--- config.mk ---
export PLATFORM = sky130hd
export DESIGN_NAME = keypad_scanner
export DESIGN_NICKNAME = d
export VERILOG_FILES = /design/src/rtl/keypad_pkg.sv /design/src/rtl/sync2.sv /design/src/rtl/keypad_scanner.sv
export SDC_FILE = /design/constraint.sdc
export NUM_CORES = 1
export LEC_CHECK = 0
export CAP_MARGIN = 20
export CELL_PAD_IN_SITES_DETAIL_PLACEMENT = 2
export CELL_PAD_IN_SITES_GLOBAL_PLACEMENT = 2
export CORE_MARGIN = 10
export CORE_UTILIZATION = 40
export CTS_CLUSTER_DIAMETER = 120
export DETAILED_ROUTE_END_ITERATION = 10
export PLACE_DENSITY = 0.92
export SLEW_MARGIN = 20
export SYNTH_ARGS = -nofsm -noshare
export SYNTH_HDL_FRONTEND = slang
export SYNTH_HIERARCHICAL = 1
export SYNTH_SLANG_ARGS = --single-unit
--- constraint.sdc ---
create_clock -name clk -period 4.3 [get_ports clk]
set_input_delay 1.29 -clock clk [delete_from_list [all_inputs] [get_ports clk]]
set_output_delay 1.29 -clock clk [all_outputs]
set_load 0.05 [all_outputs]
--- src/rtl/keypad_pkg.sv ---
// Shared types and helpers for the 4x4 hex keypad scanner.
//   state_e        : scanner FSM states
//   KEY_MAP        : hex value of each key, indexed by {row, col}
//   onehot_row_idx : decodes active-high row hits into a row index,
//                    valid only when exactly one row is active
package keypad_pkg;

    typedef enum logic [1:0] {
        SCAN     = 2'd0,
        DEBOUNCE = 2'd1,
        HELD     = 2'd2,
        RELEASE  = 2'd3
    } state_e;

    // Index {row, col}. Ascending range, so the first entry is row 0 / col 0.
    localparam logic [0:15][3:0] KEY_MAP = {
        4'h1, 4'h2, 4'h3, 4'hA,
        4'h4, 4'h5, 4'h6, 4'hB,
        4'h7, 4'h8, 4'h9, 4'hC,
        4'hE, 4'h0, 4'hF, 4'hD
    };

    typedef struct packed {
        logic       hit;
        logic [1:0] idx;
    } row_hit_t;

    function automatic row_hit_t onehot_row_idx(input logic [3:0] rows_low);
        row_hit_t res;
        res.hit = 1'b1;
        res.idx = 2'd0;
        case (rows_low)
            4'b0001: res.idx = 2'd0;
            4'b0010: res.idx = 2'd1;
            4'b0100: res.idx = 2'd2;
            4'b1000: res.idx = 2'd3;
            default: res.hit = 1'b0;
        endcase
        return res;
    endfunction

    function automatic logic [3:0] key_lookup(input logic [1:0] row, input logic [1:0] col);
        return KEY_MAP[{row, col}];
    endfunction

endpackage

--- src/rtl/sync2.sv ---
// Two-flop synchronizer for asynchronous level inputs.
//   clk   : destination clock
//   rst_n : asynchronous active-low reset, loads RESET_VAL into both stages
//   d     : asynchronous input
//   q     : synchronized output
module sync2 #(
    parameter int               WIDTH     = 4,
    parameter logic [WIDTH-1:0] RESET_VAL = '1
) (
    input  logic             clk,
    input  logic             rst_n,
    input  logic [WIDTH-1:0] d,
    output logic [WIDTH-1:0] q
);

    logic [WIDTH-1:0] meta_q, meta_d;
    logic [WIDTH-1:0] sync_q, sync_d;

    assign meta_d = d;
    assign sync_d = meta_q;

    always_ff @(posedge clk or negedge rst_n) begin
        if (!rst_n) begin
            meta_q <= RESET_VAL;
            sync_q <= RESET_VAL;
        end else begin
            meta_q <= meta_d;
            sync_q <= sync_d;
        end
    end

    assign q = sync_q;

endmodule

--- src/rtl/keypad_scanner.sv ---
// 4x4 hex keypad scanner with debounce and a two-digit history.
//   clk       : system clock
//   reset     : asynchronous active-low reset
//   rows      : row lines, active-low, pulled up, asynchronous
//   cols      : column drive, active-low one-hot
//   key_code  : hex value of the last accepted key
//   key_valid : one-cycle pulse per accepted press
//   key_held  : high while the accepted key stays pressed
//   digit_new : most recent accepted digit
//   digit_old : previous accepted digit
//
// state    | meaning
// ---------+-------------------------------------------------------------
// SCAN     | drive each column SCAN_DIV cycles, sample rows on last cycle
// DEBOUNCE | column held, row pattern must stay stable DEBOUNCE_CYCLES
// HELD     | key accepted, watching only the latched row for release
// RELEASE  | latched row high, must stay high DEBOUNCE_CYCLES to finish
module keypad_scanner
    import keypad_pkg::*;
#(
    parameter int SCAN_DIV        = 48000,
    parameter int DEBOUNCE_CYCLES = 960000
) (
    input  logic       clk,
    input  logic       reset,
    input  logic [3:0] rows,
    output logic [3:0] cols,
    output logic [3:0] key_code,
    output logic       key_valid,
    output logic       key_held,
    output logic [3:0] digit_new,
    output logic [3:0] digit_old
);

    // One counter serves both the scan dwell and the debounce timers, so it
    // is sized for the larger of the two; every state exits at its own limit.
    localparam int CNT_MAX = (SCAN_DIV > DEBOUNCE_CYCLES) ? SCAN_DIV : DEBOUNCE_CYCLES;
    localparam int CNT_W   = $clog2(CNT_MAX);
    localparam logic [CNT_W-1:0] SCAN_LAST = CNT_W'(SCAN_DIV - 1);
    localparam logic [CNT_W-1:0] DEB_LAST  = CNT_W'(DEBOUNCE_CYCLES - 1);

    logic [3:0] rows_s;

    state_e           state_q, state_d;
    logic [1:0]       col_q, col_d;
    logic [1:0]       row_q, row_d;
    logic [3:0]       pat_q, pat_d;
    logic [CNT_W-1:0] cnt_q, cnt_d;
    logic [3:0]       key_code_q, key_code_d;
    logic             key_valid_q, key_valid_d;
    logic             key_held_q, key_held_d;
    logic [3:0]       digit_new_q, digit_new_d;
    logic [3:0]       digit_old_q, digit_old_d;

    row_hit_t   hit;
    logic [3:0] code;

    sync2 #(
        .WIDTH    (4),
        .RESET_VAL(4'hF)
    ) u_rows_sync (
        .clk  (clk),
        .rst_n(reset),
        .d    (rows),
        .q    (rows_s)
    );

    assign hit  = onehot_row_idx(~rows_s);
    assign code = key_lookup(row_q, col_q);

    always_comb begin
        state_d     = state_q;
        col_d       = col_q;
        row_d       = row_q;
        pat_d       = pat_q;
        cnt_d       = cnt_q;
        key_code_d  = key_code_q;
        key_valid_d = 1'b0;
        key_held_d  = key_held_q;
        digit_new_d = digit_new_q;
        digit_old_d = digit_old_q;

        case (state_q)
            SCAN: begin
                if (cnt_q == SCAN_LAST) begin
                    cnt_d = '0;
                    if (hit.hit) begin
                        row_d   = hit.idx;
                        pat_d   = rows_s;
                        state_d = DEBOUNCE;
                    end else begin
                        col_d = col_q + 2'd1;
                    end
                end else begin
                    cnt_d = cnt_q + 1'b1;
                end
            end
            DEBOUNCE: begin
                if (rows_s != pat_q) begin
                    state_d = SCAN;
                    col_d   = col_q + 2'd1;
                    cnt_d   = '0;
                end else if (cnt_q == DEB_LAST) begin
                    key_valid_d = 1'b1;
                    key_code_d  = code;
                    digit_old_d = digit_new_q;
                    digit_new_d = code;
                    key_held_d  = 1'b1;
                    state_d     = HELD;
                    cnt_d       = '0;
                end else begin
                    cnt_d = cnt_q + 1'b1;
                end
            end
            HELD: begin
                if (rows_s[row_q]) begin
                    state_d = RELEASE;
                    cnt_d   = '0;
                end
            end
            RELEASE: begin
                if (!rows_s[row_q]) begin
                    // Release bounce: the key is still considered held.
                    state_d = HELD;
                    cnt_d   = '0;
                end else if (cnt_q == DEB_LAST) begin
                    key_held_d = 1'b0;
                    state_d    = SCAN;
                    col_d      = col_q + 2'd1;
                    cnt_d      = '0;
                end else begin
                    cnt_d = cnt_q + 1'b1;
                end
            end
            default: begin
                state_d = SCAN;
                cnt_d   = '0;
            end
        endcase
    end

    always_ff @(posedge clk or negedge reset) begin
        if (!reset) begin
            state_q     <= SCAN;
            col_q       <= 2'd0;
            row_q       <= 2'd0;
            pat_q       <= 4'hF;
            cnt_q       <= '0;
            key_code_q  <= 4'h0;
            key_valid_q <= 1'b0;
            key_held_q  <= 1'b0;
            digit_new_q <= 4'h0;
            digit_old_q <= 4'h0;
        end else begin
            state_q     <= state_d;
            col_q       <= col_d;
            row_q       <= row_d;
            pat_q       <= pat_d;
            cnt_q       <= cnt_d;
            key_code_q  <= key_code_d;
            key_valid_q <= key_valid_d;
            key_held_q  <= key_held_d;
            digit_new_q <= digit_new_d;
            digit_old_q <= digit_old_d;
        end
    end

    assign cols      = ~(4'b0001 << col_q);
    assign key_code  = key_code_q;
    assign key_valid = key_valid_q;
    assign key_held  = key_held_q;
    assign digit_new = digit_new_q;
    assign digit_old = digit_old_q;

endmodule

==> impl_metrics.csv, run 1 <==
group,metric,value,unit
synthesis,synth_compound_area_share,7.93,%
critical_path,cp-end-kind,"output port",
sta,drv_slew,0,
critical_path,worstSetupStartpoint,"col_q[0]",
synthesis,ys_warn_count,6,
drt,drt-initial-drc-count,70,
cells_and_area,fin_util,46.0,%
synthesis,synth-xor-area-share,7.83,%
floorplanning,dieArea,10000,um^2
critical_path,start_kind,"register",
clocking,holdBufCountCts,0,
cells_and_area,design_area,2900,um^2
place,pre_cts_ws,1.27,ns
critical_path,rr_startpoint,"cnt_q[0]",
clocking,cts-root-buf,"clkbuf_8",
clocking,ctsResizeCount,0,
clocking,cts_made_buffers,5,
clocking,post_cts_buffers,0,
global_routing,track_usage,13.6,%
synthesis,yosys.area_share.simple,22.7,%
global_routing,first_global_vias,2169,
critical_path,critPathRequiredTime,3.01,ns
synthesis,synthesis.area,2570,um^2
sta,fin_worst_skew,0.0110,ns
critical_path,reg2reg_depth,7,
flow_run,cap_violations,0,
synthesis,synthTopCellsByArea,"dfrtp_1 (35%), dfstp_2 (12%), xnor2_1 (4.8%), nor2_1 (4.7%), nand2_1 (4.1%)",
floorplanning,core,6310,um^2
clocking,cts_tree,"yes",
sta,worst_pin_slew,0.989,ns
synthesis,ys_seq_elements,48,
clocking,cts.sinks,48,
place,placed_cells,340,
synthesis,syn_inst,254,
critical_path,critPathCapture,"cols[0]",
cells_and_area,drive_above_1_share,14.0,%
sta,timing.slew.headroom,34.1,%
cells_and_area,final_cells,348,
synthesis,yosysTopAreaCell,"dfrtp_1",
power_and_ir_drop,p_leak,1.19,nW
cells_and_area,final_nets,283,
drt,ant_nets,0,
synthesis,synth.net_count,267,
global_routing,grt_remaining_overflow,0,
critical_path,critPathKind,"reg -> out",
critical_path,cp_max_fo,7,
sta,hold_ws,0.348,ns
drt,totalWireLength,6.71,mm
run_status,status,"completed",
drt,first_pass_iters,4,
sta,fin_crit,3.36,ns
floorplanning,initial_core_util,40.7,%
floorplanning,io_pins,24,
worst_hold_path,holdCritPathClass,"reg -> reg",
cells_and_area,n_antenna_cell,0,
clocking,clk_latency,0.30,ns
place,dpl_cell_area,2800,um^2
sta,setup_viol,0,
cells_and_area,area_growth,12.8,%
clocking,h-tree-depth,2,
sta,fin_tns_setup,0,ns
clocking,clk_pin_slew,0.10,ns
place,gp_congestion,0.807,
power_and_ir_drop,p_total,792,uW
sta,finalHoldViolCount,0,
floorplanning,die_w,100,um
floorplanning,fp-row-count,29,
synthesis,avgSynthCellArea,10.1,um^2
critical_path,reg2reg_to,"cnt_q[19]",
synthesis,yosysSeqAreaShare,47.3,%
synthesis,synth_top_area_share,35.0,%
floorplanning,chipHeight,100,um
global_routing,antenna_found_initial,0,
global_routing,grt_max_degree,45,
drt,post_drt_wl_per_cell,19.3,um
drt,vias,1896,
place,numPortBuffers,23,
sta,timing.final.crit_share,78.1,%
synthesis,synth_top_family_by_area,"simple AND/OR/NAND/NOR gates",
drt,vias_per_cell,5.45,
sta,setup_ws,0.943,ns
power_and_ir_drop,power-per-cell-area,273,nW/um^2
synthesis,synth-async-reset-ratio,100,%
cells_and_area,final_common_cell,"dfrtp_1",
clocking,cts.path.max_buffers,2,
drt,drcViolationCount,0,
cells_and_area,mostFrequentLayoutCells,"dfrtp_1 (36), nor2_1 (32), nand2_1 (28)",
synthesis,synthMuxAreaShare,5.11,%
critical_path,r2r_setup_slack,1.66,ns
synthesis,synth_edf_count,0,
place,hpwl,4.63,mm
critical_path,cp.arrival,2.07,ns
synthesis,synth_ff_type,"dfrtp_1",
synthesis,ys_types,51,
sta,max_freq,0.298,GHz
sta,rsz0062_at_grt,"no",
global_routing,grt_pass1_wl,11.2,mm
power_and_ir_drop,max-vdd-ir-drop,0.000126,V
synthesis,yosys.area_share.adder,3.41,%
[registers in the layout (all words and copies together), names as in the netlist]
register,cells
row_q,2
key_held,1
key_valid,1
col_q,2
digit_new,4
u_rows_sync/meta_q,4
digit_old,4
pat_q,4
u_rows_sync/q,4
cnt_q,20
state_q,2
[report_power, final]
group          leakage [nW]  internal [mW]  switching, mW
clock network        0.0534          0.150          0.154
registers             0.614          0.458        0.00535
logic                 0.519        0.00844         0.0165
[cells in the mapped netlist (5+ instances only)]
| library cell | number |
|---|---|
| a21oi_1 | 6 |
| buf_2 | 6 |
| dfrtp_1 | 36 |
| dfstp_2 | 12 |
| ha_1 | 7 |
| inv_1 | 12 |
| mux2_2 | 5 |
| nand2_1 | 28 |
| nand3_1 | 9 |
| nor2_1 | 32 |
| nor3_1 | 6 |
| o21ai_0 | 7 |
| xnor2_1 | 14 |
| xor2_1 | 9 |
[layout make-up]
| cell class | count | area [um^2] |
|---|---|---|
| clock buffers | 7 | 97.6 |
| flip-flops and latches | 48 | 1220 |
| clock inverters | 1 | 5.00 |
| inverters | 12 | 45.0 |
| well taps | 77 | 96.3 |
| fillers | 688 | 3410 |
| repair buffers | 24 | 233 |
| multi-input cells | 179 | 1210 |
[worst max-delay path: stages, from the launching register on]
cell	delay, ns
dfrtp_1	0.49
inv_1	0.14
ha_1	0.24
inv_1	0.10
clkdlybuf4s50_1	0.81
[logic make-up (layout without fill, tap and decap cells)]
group,Yosys count,after routing
compound gates,29,29
xor+xnor,23,23
fa+ha+maj,7,7
buf+inv,27,44
flops,48,48
mux,10,10
simple gates,110,110
[layer usage]
layer,vias to the layer above,global-route usage (%),routed length (um)
li1,888,-,-
met1,975,16.2,2900
met2,24,24.0,3520
met3,9,2.61,187
met4,0,4.24,101
met5,-,0,0
[worst min-delay path by stage]
| stage | from | to | slack [ns] | depth (start not counted) |
|---|---|---|---|---|
| 4_1_cts | u_rows_sync/meta_q[2] | u_rows_sync/q[2] | 0.35 | 0 |
| 3_5_place_dp | u_rows_sync/meta_q[3] | u_rows_sync/q[3] | 0.35 | 0 |
| 3_3_place_gp | u_rows_sync/meta_q[1] | u_rows_sync/q[1] | 0.35 | 0 |
| 5_1_grt | u_rows_sync/meta_q[2] | u_rows_sync/q[2] | 0.36 | 0 |
| 6_report | u_rows_sync/meta_q[2] | u_rows_sync/q[2] | 0.35 | 0 |
| 2_1_floorplan | u_rows_sync/meta_q[0] | u_rows_sync/q[0] | 0.35 | 0 |
Power figures use the tool's default switching activity.
==> run 2: changes to the inputs <==
Settings changed: CORE_UTILIZATION 40 to 37, PLACE_DENSITY 0.92 to 0.86.
Clock period 4.3 ns to 3.5 ns, I/O delays scaled along.
==> impl_metrics.csv, run 2 (synthesis gave the netlist of run 1 again) <==
group,metric,value,unit
drt,vias_per_cell,5.39,
global_routing,grt_max_degree,46,
cells_and_area,final_nets,283,
global_routing,track_usage,12.5,%
drt,first_pass_iters,4,
critical_path,cp-end-kind,"output port",
drt,vias,1891,
power_and_ir_drop,max-vdd-ir-drop,0.000191,V
cells_and_area,largest_reg_flops,20,
critical_path,crit_buf_inv,3,
global_routing,grt_pass1_wl,10.5,mm
clocking,cts.sinks,48,
critical_path,critPathKind,"reg -> out",
floorplanning,chipHeight,103,um
global_routing,first_global_vias,2135,
clocking,ctsResizeCount,0,
sta,drv_slew,0,
place,hpwl,4.41,mm
clocking,cts-root-buf,"clkbuf_8",
drt,ant_nets,0,
floorplanning,fp-row-count,30,
sta,setup_viol,0,
cells_and_area,fin_util,43.2,%
critical_path,crit_path_max_incr_delay,0.82,ns
sta,timing.slew.headroom,46.8,%
clocking,holdBufCountCts,0,
sta,timing.final.crit_share,88.4,%
critical_path,crit_chain,"inv_1 > ha_1 > inv_1 > clkdlybuf4s50_1",
cells_and_area,area_growth,13.4,%
sta,worst_pin_slew,0.796,ns
run_status,status,"completed",
place,gp_congestion,0.752,
sta,finalHoldViolCount,0,
global_routing,antenna_found_initial,0,
floorplanning,core,6760,um^2
cells_and_area,n_antenna_cell,0,
critical_path,cp_top_family,"buffers and inverters",
floorplanning,io_pins,24,
power_and_ir_drop,p_total,990,uW
power_and_ir_drop,power-per-cell-area,339,nW/um^2
critical_path,start_kind,"register",
critical_path,cp_slowest_cell,"clkdlybuf4s50_1",
drt,drcViolationCount,0,
global_routing,grt_remaining_overflow,0,
clocking,cts_made_buffers,5,
floorplanning,dieArea,10700,um^2
critical_path,critPathRequiredTime,2.45,ns
cells_and_area,top_register,"cnt_q",
clocking,clk_latency,0.31,ns
cells_and_area,drive_above_1_share,14.4,%
floorplanning,initial_core_util,38.1,%
critical_path,cp.arrival,2.04,ns
clocking,clk_pin_slew,0.09,ns
cells_and_area,fillCellCount,742,
drt,post_drt_wl_per_cell,17.3,um
clocking,post_cts_buffers,0,
sta,max_freq,0.323,GHz
clocking,h-tree-depth,2,
drt,totalWireLength,6.08,mm
flow_run,cap_violations,0,
clocking,cts.path.max_buffers,2,
clocking,cts_tree,"yes",
sta,fin_worst_skew,0.00490,ns
power_and_ir_drop,p_leak,1.19,nW
worst_hold_path,holdCritPathClass,"reg -> reg",
sta,rsz0062_at_grt,"no",
sta,fin_crit,3.09,ns
floorplanning,die_w,103,um
cells_and_area,mostFrequentLayoutCells,"dfrtp_1 (36), nor2_1 (32), nand2_1 (28)",
critical_path,cp_max_fo,7,
sta,fin_tns_setup,0,ns
place,numPortBuffers,23,
cells_and_area,final_common_cell,"dfrtp_1",
drt,drt-initial-drc-count,54,
critical_path,worst_path_most_repeated_cell,"inv_1",
-- run 2: metrics by stage --
stage               worst slack (ns)  instance area, um^2  cells  hold WS (ns)
finish                         0.407                 2920    351         0.360
global route                   0.266                 2920    351         0.369
CTS                            0.363                 2910    351         0.362
detailed placement             0.716                 2800    343         0.347
global placement               0.823                 2800    343         0.345
floorplan                       1.32                 2570    254         0.345
-- run 2: layout make-up --
| cell class | instances | area, um^2 | area share [%] |
|---|---|---|---|
| clock buffers | 6 | 93.8 | 3.22 |
| clock inverters | 2 | 17.5 | 0.601 |
| inverters | 12 | 45.0 | 1.54 |
| multi-input cells | 179 | 1210 | 41.4 |
| flip-flops and latches | 48 | 1220 | 41.7 |
| well taps | 80 | 100 | 3.43 |
| repair buffers | 24 | 235 | 8.07 |
-- run 2: power by group --
group / internal [mW] / leakage (nW) / switching [mW]
Clock: 0.187 / 0.0565 / 0.205
Sequential: 0.563 / 0.614 / 0.00613
Combinational: 0.0107 / 0.520 / 0.0184
Total: 0.761 / 1.19 / 0.229
-- run 2: routing by layer --
layer	global-route usage (%)	up-vias	routed length, um
li1	-	891	-
met3	2.72	6	145
met1	14.7	977	2690
met4	4.60	0	84
met5	0	-	0
met2	21.7	17	3170
-- run 2: path summary, 6_finish.rpt --
check,to,slack (ns),from,depth (start not counted)
worst max-delay path,cols[0],0.41,col_q[0],4
worst min-delay path,u_rows_sync/q[3],0.36,u_rows_sync/meta_q[3],0
worst max register to register,cnt_q[4],0.82,cnt_q[0],7
worst min register to register,u_rows_sync/q[3],0.36,u_rows_sync/meta_q[3],0
max in group asynchronous,u_rows_sync/q[0],2.20,reset,2
min in group asynchronous,cnt_q[16],0.72,reset,1
==> run 3: changes to the inputs <==
Settings changed: ABC_AREA set to 1, CORE_UTILIZATION 37 to 34, CTS_CLUSTER_SIZE set to 8, PLACE_DENSITY 0.86 to 0.87.
==> impl_metrics.csv, run 3 <==
group,metric,value,unit
cells_and_area,fin_util,40.0,%
synthesis,ys_types,29,
cells_and_area,area_growth,14.3,%
sta,fin_crit,3.09,ns
cells_and_area,top_register,"cnt_q",
drt,ant_nets,0,
synthesis,synthMostInstantiatedCell,"nand2_1",
cells_and_area,drive_above_1_share,8.18,%
cells_and_area,n_antenna_cell,0,
sta,max_freq,0.324,GHz
clocking,clk_pin_slew,0.09,ns
synthesis,synthTopCellsByArea,"dfrtp_1 (33%), nand2_1 (12%), dfstp_2 (12%), nor2_1 (7.2%), inv_1 (6.5%)",
sta,worst_pin_slew,0.952,ns
global_routing,antenna_found_initial,0,
place,gp_congestion,0.794,
place,dpl_cell_area,3020,um^2
place,numPortBuffers,23,
clocking,cts.path.max_buffers,2,
clocking,cts-root-buf,"clkbuf_8",
cells_and_area,final_nets,391,
critical_path,cp.arrival,2.04,ns
run_status,status,"completed",
sta,finalHoldViolCount,0,
drt,drt-initial-drc-count,52,
floorplanning,io_pins,24,
sta,fin_worst_skew,0.00829,ns
clocking,post_cts_buffers,0,
power_and_ir_drop,power-per-cell-area,302,nW/um^2
synthesis,yosysTopAreaCell,"dfrtp_1",
floorplanning,core,7770,um^2
sta,rsz0062_at_grt,"no",
sta,drv_slew,0,
floorplanning,dieArea,12000,um^2
place,hpwl,5.48,mm
sta,setup_viol,0,
drt,first_pass_iters,4,
critical_path,r2r_setup_slack,1.35,ns
clocking,cts.sinks,48,
clocking,cts_tree,"yes",
critical_path,cp_max_fo,7,
drt,vias_per_cell,4.98,
synthesis,synthesis.area,2720,um^2
critical_path,rr_startpoint,"cnt_q[0]",
critical_path,cp-end-kind,"output port",
cells_and_area,design_area,3100,um^2
clocking,h-tree-depth,2,
cells_and_area,fillCellCount,928,
worst_hold_path,min_to,"u_rows_sync/q[1]",
synthesis,synth.net_count,368,
power_and_ir_drop,p_leak,1.43,nW
critical_path,critPathRequiredTime,2.45,ns
synthesis,syn_inst,355,
synthesis,synth_top_area_share,33.2,%
global_routing,grt_max_degree,41,
power_and_ir_drop,max-vdd-ir-drop,0.000120,V
floorplanning,die_w,109,um
critical_path,reg2reg_depth,8,
floorplanning,chipHeight,109,um
synthesis,synth_ff_type,"dfrtp_1",
synthesis,ys_seq_elements,48,
synthesis,synth_common_cells,"nand2_1 (89), nor2_1 (52), inv_1 (47), dfrtp_1 (36), nand3_1 (25)",
worst_hold_path,min_from,"u_rows_sync/meta_q[1]",
critical_path,start_kind,"register",
drt,totalWireLength,7.40,mm
sta,fin_tns_setup,0,ns
global_routing,grt_remaining_overflow,0,
global_routing,track_usage,13.4,%
flow_run,cap_violations,0,
worst_hold_path,holdCritPathClass,"reg -> reg",
synthesis,yosysSeqAreaShare,44.8,%
critical_path,reg2reg_to,"cnt_q[13]",
synthesis,ys_warn_count,6,
global_routing,grt_pass1_wl,12.9,mm
synthesis,synth_edf_count,0,
clocking,ctsResizeCount,0,
cells_and_area,mostFrequentLayoutCells,"nand2_1 (89), nor2_1 (52), inv_1 (47)",
cells_and_area,largest_reg_flops,20,
synthesis,synth-async-reset-ratio,100,%
drt,post_drt_wl_per_cell,15.4,um
floorplanning,initial_core_util,35.0,%
drt,vias,2396,
sta,timing.slew.headroom,36.5,%
clocking,holdBufCountCts,0,
critical_path,critPathKind,"reg -> out",
floorplanning,fp-row-count,32,
synthesis,avgSynthCellArea,7.65,um^2
cells_and_area,final_common_cell,"nand2_1",
clocking,cts_made_buffers,5,
global_routing,first_global_vias,2590,
clocking,clk_latency,0.31,ns
drt,drcViolationCount,0,
sta,timing.final.crit_share,88.2,%
worst_hold_path,whs_path_depth,0,
[run 3: how the worst max path moves through the flow]
| stage | to | from | cells past startpoint |
|---|---|---|---|
| global route | cols[0] | col_q[0] | 4 |
| CTS | cols[0] | col_q[0] | 4 |
| detailed placement | cols[0] | col_q[0] | 4 |
| floorplan | cols[0] | col_q[0] | 3 |
| global placement | cols[0] | col_q[0] | 4 |
| finish | cols[0] | col_q[0] | 4 |
[run 3: logic make-up (layout without fill, tap and decap cells)]
| group | after synthesis | in the layout | synth area share (%) |
|---|---|---|---|
| and+or+nand+nor | 201 | 201 | 32.9 |
| buffers and inverters | 57 | 81 | 8.94 |
| DFF | 48 | 48 | 44.8 |
| AOI/OAI and AO/OA | 27 | 27 | 5.35 |
| xor gates and xnor gates | 15 | 15 | 4.84 |
| adders and majority gates | 7 | 7 | 3.23 |
[run 3: worst max-delay path, stage by stage (launching register included)]
cell	delay (ns)
dfrtp_1	0.49
inv_1	0.15
ha_1	0.24
inv_1	0.05
clkdlybuf4s50_1	0.79
[run 3: stage by stage]
stage          std cells  setup WS [ns]  total power, mW  hold WS (ns)
3_3_place_gp         473          0.805            0.611         0.346
6_report             481          0.412            0.938         0.359
3_5_place_dp         473          0.734            0.613         0.347
2_1_floorplan        355           1.40            0.589         0.345
4_1_cts              481          0.377            0.955         0.361
5_1_grt              481          0.300            0.981         0.365
[run 3: layer usage]
| metal | share of wire, % | vias up | GRT usage, % |
|---|---|---|---|
| met5 | 0 | - | 0 |
| met2 | 49 | 31 | 22.8 |
| met4 | 1.5 | 0 | 3.72 |
| met1 | 47 | 1189 | 16.8 |
| met3 | 3.1 | 11 | 2.63 |
| li1 | - | 1165 | - |
[run 3: layout make-up]
cell class	instances	area [um^2]	area share (%)
Multi-Input combinational cell	250	1260	40.5
Sequential cell	48	1220	39.2
Timing Repair Buffer	25	240	7.74
Inverter	48	180	5.80
Tap cell	102	128	4.11
Clock buffer	6	72.6	2.34
Clock inverter	2	11.3	0.363
[run 3: report_power, final]
part / switching (mW) / total (mW) / internal, mW
clock: 0.196 / 0.336 / 0.141
combinational: 0.0232 / 0.0336 / 0.0104
sequential: 0.00455 / 0.568 / 0.563
